`src/rtl/fft_bitrev_reorder.sv`:
```
// fft_bitrev_reorder
// Collects the bit-reversed output frames of a radix-2 SDF FFT into one bank
// of a ping-pong buffer. Each sample goes to address bitrev(wcnt). The other
// bank is streamed out in natural order, one sample per cycle, with registered
// outputs.
// Optional feature: define IFFT_SCALE_1_OVER_N_EN to scale every output by
// 1/NFFT, rounding half up. The scaling adds no latency.
module fft_bitrev_reorder #(
    parameter int INTEGER_SIZE = 6,
    parameter int FRACT_SIZE   = 12,
    parameter int NFFT         = 64
) (
    input  logic                               clk,
    input  logic                               rst,
    input  logic                               in_valid,
    input  logic                               in_start,
    input  logic [INTEGER_SIZE+FRACT_SIZE-1:0] serial_in_r,
    input  logic [INTEGER_SIZE+FRACT_SIZE-1:0] serial_in_i,
    output logic [INTEGER_SIZE+FRACT_SIZE-1:0] out_r,
    output logic [INTEGER_SIZE+FRACT_SIZE-1:0] out_i,
    output logic                               out_valid,
    output logic                               out_start,
    output logic                               frame_err
);

    localparam int DW    = INTEGER_SIZE + FRACT_SIZE;
    localparam int LOG2N = $clog2(NFFT);

    localparam logic [LOG2N-1:0] CNT_ZERO = {LOG2N{1'b0}};
    localparam logic [LOG2N-1:0] CNT_ONE  = {{(LOG2N-1){1'b0}}, 1'b1};
    localparam logic [LOG2N-1:0] CNT_LAST = {LOG2N{1'b1}};

    typedef enum logic [0:0] {
        IDLE = 1'b0,
        READ = 1'b1
    } rd_state_t;

    // Mirror the address bits: an SDF pipeline emits frame index k in position bitrev(k).
    function automatic logic [LOG2N-1:0] bitrev(input logic [LOG2N-1:0] a);
        logic [LOG2N-1:0] r;
        r = CNT_ZERO;
        for (int b = 0; b < LOG2N; b++) begin
            r[b] = a[LOG2N-1-b];
        end
        return r;
    endfunction

    // Optional 1/N output scaling: round half up, in one extra bit so the rounding add cannot wrap.
    function automatic logic [DW-1:0] scale(input logic [DW-1:0] s);
`ifdef IFFT_SCALE_1_OVER_N_EN
        logic signed [DW:0] ext;
        logic signed [DW:0] rnd;
        rnd            = {(DW+1){1'b0}};
        rnd[LOG2N-1]   = 1'b1;
        ext            = $signed({s[DW-1], s}) + rnd;
        ext            = ext >>> LOG2N;
        return ext[DW-1:0];
`else
        return s;
`endif
    endfunction

    // ping-pong storage: address = {bank, index}
    logic [2*DW-1:0]  mem [0:2*NFFT-1];

    logic [LOG2N-1:0] wcnt;
    logic [LOG2N-1:0] wcnt_next;
    logic             frame_open;
    logic             frame_open_next;
    logic             bank_sel;          // bank currently being written
    logic             err_next;
    logic             wr_en;
    logic [LOG2N-1:0] wr_addr;
    logic             swap;

    rd_state_t        state;
    rd_state_t        state_next;
    logic [LOG2N-1:0] rcnt;
    logic [LOG2N-1:0] rcnt_next;
    logic             rd_en;
    logic [2*DW-1:0]  rd_word;

    // Write side: frame tracking, resync detection and the frame-complete swap request.
    always_comb begin
        wcnt_next       = wcnt;
        frame_open_next = frame_open;
        err_next        = 1'b0;
        wr_en           = 1'b0;
        wr_addr         = CNT_ZERO;
        swap            = 1'b0;
        if (in_valid) begin
            if (in_start) begin
                // A start always opens a fresh frame; any partial frame is abandoned.
                wr_en           = 1'b1;
                wr_addr         = CNT_ZERO;
                wcnt_next       = CNT_ONE;
                frame_open_next = 1'b1;
                if (wcnt != CNT_ZERO) begin
                    err_next = 1'b1;
                end else begin
                    err_next = 1'b0;
                end
            end else if (frame_open) begin
                wr_en   = 1'b1;
                wr_addr = bitrev(wcnt);
                if (wcnt == CNT_LAST) begin
                    swap            = 1'b1;
                    wcnt_next       = CNT_ZERO;
                    frame_open_next = 1'b0;
                end else begin
                    wcnt_next = wcnt + CNT_ONE;
                end
            end else begin
                // Sample arrived outside any frame: drop it.
                wr_en = 1'b0;
            end
        end else begin
            wr_en = 1'b0;
        end
    end

    // Write-side state: counter, open-frame flag, bank select and the resync error pulse.
    always_ff @(posedge clk or posedge rst) begin
        if (rst) begin
            wcnt       <= CNT_ZERO;
            frame_open <= 1'b0;
            bank_sel   <= 1'b0;
            frame_err  <= 1'b0;
        end else begin
            wcnt       <= wcnt_next;
            frame_open <= frame_open_next;
            bank_sel   <= swap ? ~bank_sel : bank_sel;
            frame_err  <= err_next;
        end
    end

    // Sample storage; the contents need no reset because a fresh frame is needed before any read.
    always_ff @(posedge clk) begin
        if (wr_en) begin
            mem[{bank_sel, wr_addr}] <= {serial_in_r, serial_in_i};
        end
    end

    // Read FSM next-state logic: a swap starts (or restarts) a natural-order sweep of the full bank.
    always_comb begin
        state_next = state;
        rcnt_next  = rcnt;
        rd_en      = 1'b0;
        case (state)
            IDLE: begin
                if (swap) begin
                    state_next = READ;
                    rcnt_next  = CNT_ZERO;
                end else begin
                    state_next = IDLE;
                end
            end
            READ: begin
                rd_en = 1'b1;
                if (rcnt == CNT_LAST) begin
                    rcnt_next = CNT_ZERO;
                    if (swap) begin
                        state_next = READ;
                    end else begin
                        state_next = IDLE;
                    end
                end else begin
                    rcnt_next = rcnt + CNT_ONE;
                end
            end
            default: begin
                state_next = IDLE;
                rcnt_next  = CNT_ZERO;
            end
        endcase
    end

    // Read FSM state and read address registers.
    always_ff @(posedge clk or posedge rst) begin
        if (rst) begin
            state <= IDLE;
            rcnt  <= CNT_ZERO;
        end else begin
            state <= state_next;
            rcnt  <= rcnt_next;
        end
    end

    // Read the bank that is not being written.
    always_comb begin
        rd_word = {(2*DW){1'b0}};
        rd_word = mem[{~bank_sel, rcnt}];
    end

    // Output registers: they load only while reading, so they hold their last value otherwise.
    always_ff @(posedge clk or posedge rst) begin
        if (rst) begin
            out_valid <= 1'b0;
            out_start <= 1'b0;
            out_r     <= {DW{1'b0}};
            out_i     <= {DW{1'b0}};
        end else begin
            out_valid <= rd_en;
            out_start <= rd_en && (rcnt == CNT_ZERO);
            if (rd_en) begin
                out_r <= scale(rd_word[2*DW-1:DW]);
                out_i <= scale(rd_word[DW-1:0]);
            end
        end
    end

endmodule

```
`config.mk`:
```
export PLATFORM = sky130hd
export DESIGN_NAME = fft_bitrev_reorder
export DESIGN_NICKNAME = d
export VERILOG_FILES = /design/src/rtl/fft_bitrev_reorder.sv
export SDC_FILE = /design/constraint.sdc
export NUM_CORES = 2
export LEC_CHECK = 0
export CAP_MARGIN = 20
export CORE_MARGIN = 5
export CORE_UTILIZATION = 53
export CTS_BUF_LIST = sky130_fd_sc_hd__clkbuf_8 sky130_fd_sc_hd__clkbuf_16
export DETAILED_ROUTE_END_ITERATION = 6
export PLACE_DENSITY = 0.69
export SETUP_SLACK_MARGIN = 0.02
export SYNTH_ARGS = -nofsm -noshare
export SYNTH_HDL_FRONTEND = slang
export SYNTH_MEMORY_MAX_BITS = 65536
export SYNTH_SLANG_ARGS = --single-unit
```
`constraint.sdc`:
```
create_clock -name clk -period 4 [get_ports clk]
set_clock_uncertainty 0.15 [all_clocks]
set_input_delay 0.4 -clock clk [delete_from_list [all_inputs] [get_ports clk]]
set_output_delay 0.4 -clock clk [all_outputs]
set_load 0.1 [all_outputs]
```
== Word level (Yosys, flattened, before mapping) ==
Memory sizes are Yosys's and may differ from the RTL's. A register that Yosys moved wholly into a read port is not among the register bits.
Index checks and enable logic that the tools add are counted.
Storage, ports and cells
  memories: 1
  output and inout port bits: 39
  register bits: 18
  memory bits (writable): 4608
Cells by class
  add/subtract/negate cells: 2
  reductions and logical operators: 5
  bitwise logic cells: 2
  mux-type cells: 28
  equality and inequality tests: 3
Memory list
  mem: depth 128, bits a word 36, rd ports 1, clocked after memory_dff 1, write ports 1, line 64  | logic [2*DW-1:0] mem [0:2*NFFT-1];
Operators by type and width (count)
  two-way mux 6 bit: 8
  two-way mux 1 bit: 18
  adder 6 x 1 -> 6 bit (second input constant): 2
  == test 6 bit (second input constant): 2
  case mux 6 bit (2 select lines): 1
  zero test 6 bit: 1
  nonzero test 6 bit: 1
  != test 2 bit (second input constant): 1
  NOT 1 bit: 2
  case mux 1 bit (2 select lines): 1
  AND reduction 2 bit: 1
  nonzero test 2 bit: 1
  logical AND 1 bit: 1

== Depth between registers and ports, before layout ==
  depth after elaboration: 8
  depth in mapped cells: 12
  mapped depth without buffers: 6

== Worst setup path after synthesis ==
Ideal clock, no wire load.
  path type: input to register
  start point: input port in_start
  end point: memory mem[74][0] (netlist bit) (enable)
  buffers on the path: 3
  arrival time: 3.198 ns
  stages: 7
  slack: 0.223 ns
  setup time: 0.429 ns
  data required time: 3.421 ns
  cell sequence: clkbuf_1 or3_1 clkbuf_1 nor2_1 nand3_1 clkbuf_1 nor2_1
Between the ends
  cells in the longest elaborated chain, start to end: 4
Ends and longest elaborated chain
  from (decl): line 16  | input logic in_start,
  two-way mux 1 bit: line 92  | if (in_start) begin
  two-way mux 1 bit: line 91  | if (in_valid) begin
  two-way mux 1 bit: line 139  | if (wr_en) begin
  two-way mux 1 bit (implied by the code): line 140  | mem[{bank_sel, wr_addr}] <= {serial_in_r, serial_in_i};
  to (decl): line 64
Several ways; a longest one is shown, not always the timed one.

==> out/qor.txt <==
crit share post-route = 102%
Placed Cells = 12900
CTS Sinks = 4662
Max Cap Viol = 0
final core utilization = 61.4%
layout cells sized above 1 = 28.7%
Die H = 591 um
vias in the first global route = 92500
outcome = complete, but fails checks
Max rail drop VDD = 0.427 mV
final hold violation count = 0
Worst Path Buf+Inv = 3
relative slew slack = 16.6%
minimum clock period = 4.07 ns
most common cell after layout, fill and taps aside = edfxtp_1
worst setup margin = -0.0734 ns
Yosys top cell area share = 77.4%
Distinct cells, synth = 78
drt wl/cell = 39.7 um
post-route design area = 206000 um2
LEAKAGE = 63.6 nW
area of the die = 349000 um2
Peak Freq = 0.245 GHz
CP startpoint = rcnt[2]$_DFFE_PP0P_
antenna violations before repair = 66
Comb power frac = 1.7%
kind of critical path = register to register
CP endpoint kind = register
fin cells = 13800
Placement Setup Slack = -0.536 ns
Worst Tran Pin Value = 1.25 ns
CTS Buf Count = 449
synth top area cells = edfxtp_1, mux4_2, mux2i_1, dfrtp_1, o221ai_1
sequential fraction of the synthesis area = 78.1%
Total GRT Usage = 31.2%
Clock Power Share = 42.7%
Pwr Density = 470 nW/um2
Critical Path AT = 4.85 ns
Reg clk slew, reported paths = 0.07 ns
clk root buf = clkbuf_16
global-route wire length before repair = 753 mm
Routed WL = 547 mm
Worst Hold Class = input port to asynchronous set/reset pin
port bufs = 78
switch share = 20.3%
Worst path max stage delay = 0.86 ns
Sequential Power Share = 55.5%
failing checks = negative setup slack
Post-Syn Area = 179000 um2
largest net degree at the start of global routing = 129
r2r startpoint = rcnt[2]$_DFFE_PP0P_
Clk Latency, worst-skew pair = 1.02 ns
Vias = 94200
Async SR Flop Fraction = 1.16%
Syn Inst Count = 8010
area leader, netlist = edfxtp_1
area post-placement = 191000 um2
synthesis-to-layout area growth = 15.4%
DRC viols = 0
Startpoint Class = register
Starting Density = 53.2%
fin. max-slew vios = 0
Via-to-Cell Ratio = 6.84
clock buffer depth = 4
Cell Chain, Critical Path = buf_12 -> or3b_2 -> nor2_2 -> buf_4 -> a21oi_1 -> a311oi_1 -> a21oi_1 -> buf_4 -> o31ai_1
# IOs = 79
Post-DP HPWL = 324 mm
fin nets = 8905
initial drt markers = 17100
Core ar. = 336000 um2
Congestion Overflow GR = 0
# fillers = 22600
Req. time, crit path = 4.78 ns
FF+latch count, synth = 4662
syn nets = 8054
Synth Area per Inst = 22.3 um2
EDFF count, synth = 4608
Final TNS setup = -0.153 ns
final setup vio count = 5
Critical Path Fanout Max = 31
top_reg_cell synth = edfxtp_1
Detail Route Antenna Nets = 0
RSZ-0062 raised after global routing = false
drt pass-1 iters = 6
FP Rows = 213
Final Wtd Congestion = 0.962
leading cell types in the layout, fill and taps excluded = edfxtp_1, mux4_2, buf_4, clkbuf_16, mux2i_1
Die X = 591 um
depth of the CTS H-tree = 5
slowest stage cell on the critical path = dfrtp_4
critical path's top delay family = compound AO/OA/AOI/OAI gates
Yosys warnings = 0
internal power = 0.0773 W
CTS tree = built
sw power = 0.0196 W
metal layers:
layer | vias up | GRT usage [%] | wire, um
met1 | 49000 | 41.7 | 184000
met3 | 1472 | 9.82 | 79800
met4 | 34 | 16.2 | 35400
li1 | 35900 | - | -
met5 | - | 0 | 272
met2 | 7787 | 46.7 | 247000
worst paths after layout:
| kind | to | slack (ns) | depth (start not counted) |
|---|---|---|---|
| min in group clk | mem[81][22]$_DFFE_PP_ | 0.18 | 2 |
| min reg2reg | out_r[6]$_DFFE_PP0P_ | 0.46 | 2 |
| max reg2reg | out_r[1]$_DFFE_PP0P_ | -0.07 | 9 |
| max in group asynchronous | out_i[8]$_DFFE_PP0P_ | 2.55 | 5 |
| min | out_valid$_DFF_PP0_ | 0.06 | 3 |
| max | out_r[1]$_DFFE_PP0P_ | -0.07 | 9 |
cell usage after synthesis, types with 54 or more instances:
master	n
a21oi_1	132
a221oi_1	60
a22oi_1	112
buf_2	141
buf_4	60
buf_6	54
clkbuf_1	157
dfrtp_1	54
edfxtp_1	4608
mux2i_1	438
mux4_2	1022
nand2_1	202
nor2_1	212
o21ai_0	99
o221ai_1	111
state kept, by name (all words and copies together), names as in the netlist:
register,flops
bank_sel,1
frame_err,1
frame_open,1
mem,4608
out_i,18
out_r,18
out_start,1
out_valid,1
rcnt,6
state,1
wcnt,6
kinds of logic after synthesis:
| kind of cell | count (synthesis) | share of synthesized area, % |
|---|---|---|
| flip-flops | 4662 | 78.1 |
| multiplexers | 1496 | 15.5 |
| AO/OA/AOI/OAI | 805 | 3.25 |
| AND/OR/NAND/NOR | 566 | 1.37 |
| buffers and inverters | 473 | 1.64 |
| XOR/XNOR | 4 | 0.0196 |
| adder cells (fa/ha/maj) | 4 | 0.0280 |
metrics by stage:
step	hold slack (ns)	power (W)
after global placement	0.401	0.0564
after global routing	0.0373	0.0994
final	0.0567	0.0970
after CTS	0.00103	0.0971
after detailed placement	0.399	0.0565
after floorplan	0.222	0.0552
tightest hold or removal path, delay by kind of cell:
| kind | cells | cell delay [ns] |
|---|---|---|
| buffers and inverters | 3 | 1.17 |
what timing repair did:
action | CTS | global route
endpoints found under the setup margin | 19 | 2
gates resized for setup | 4 | 2
gates cloned | 0 | 0
hold buffers | 35 | 2
endpoints found under the hold margin | 1719 | 105
setup buffers | 10 | 0
power by group through the flow:
stage,Combinational (W),Clock [W],Sequential (W)
3_5_place_dp,0.00158,0,0.0549
4_1_cts,0.00161,0.0417,0.0539
3_3_place_gp,0.00150,0,0.0549
5_1_grt,0.00171,0.0438,0.0538
6_report,0.00167,0.0414,0.0539
2_1_floorplan,0.000275,0,0.0549
cell type report:
type | count | area (um2) | area share [%]
flip-flops and latches | 4662 | 140000 | 67.7
multi-input cells | 2875 | 37200 | 18.0
clock buffers | 465 | 11500 | 5.59
repair buffers | 856 | 9320 | 4.52
well taps | 4515 | 5650 | 2.74
clock inverters | 362 | 2780 | 1.35
inverters | 17 | 77.6 | 0.0376
diodes | 25 | 62.6 | 0.0303
Note: power is estimated with default switching activity, not from simulation.
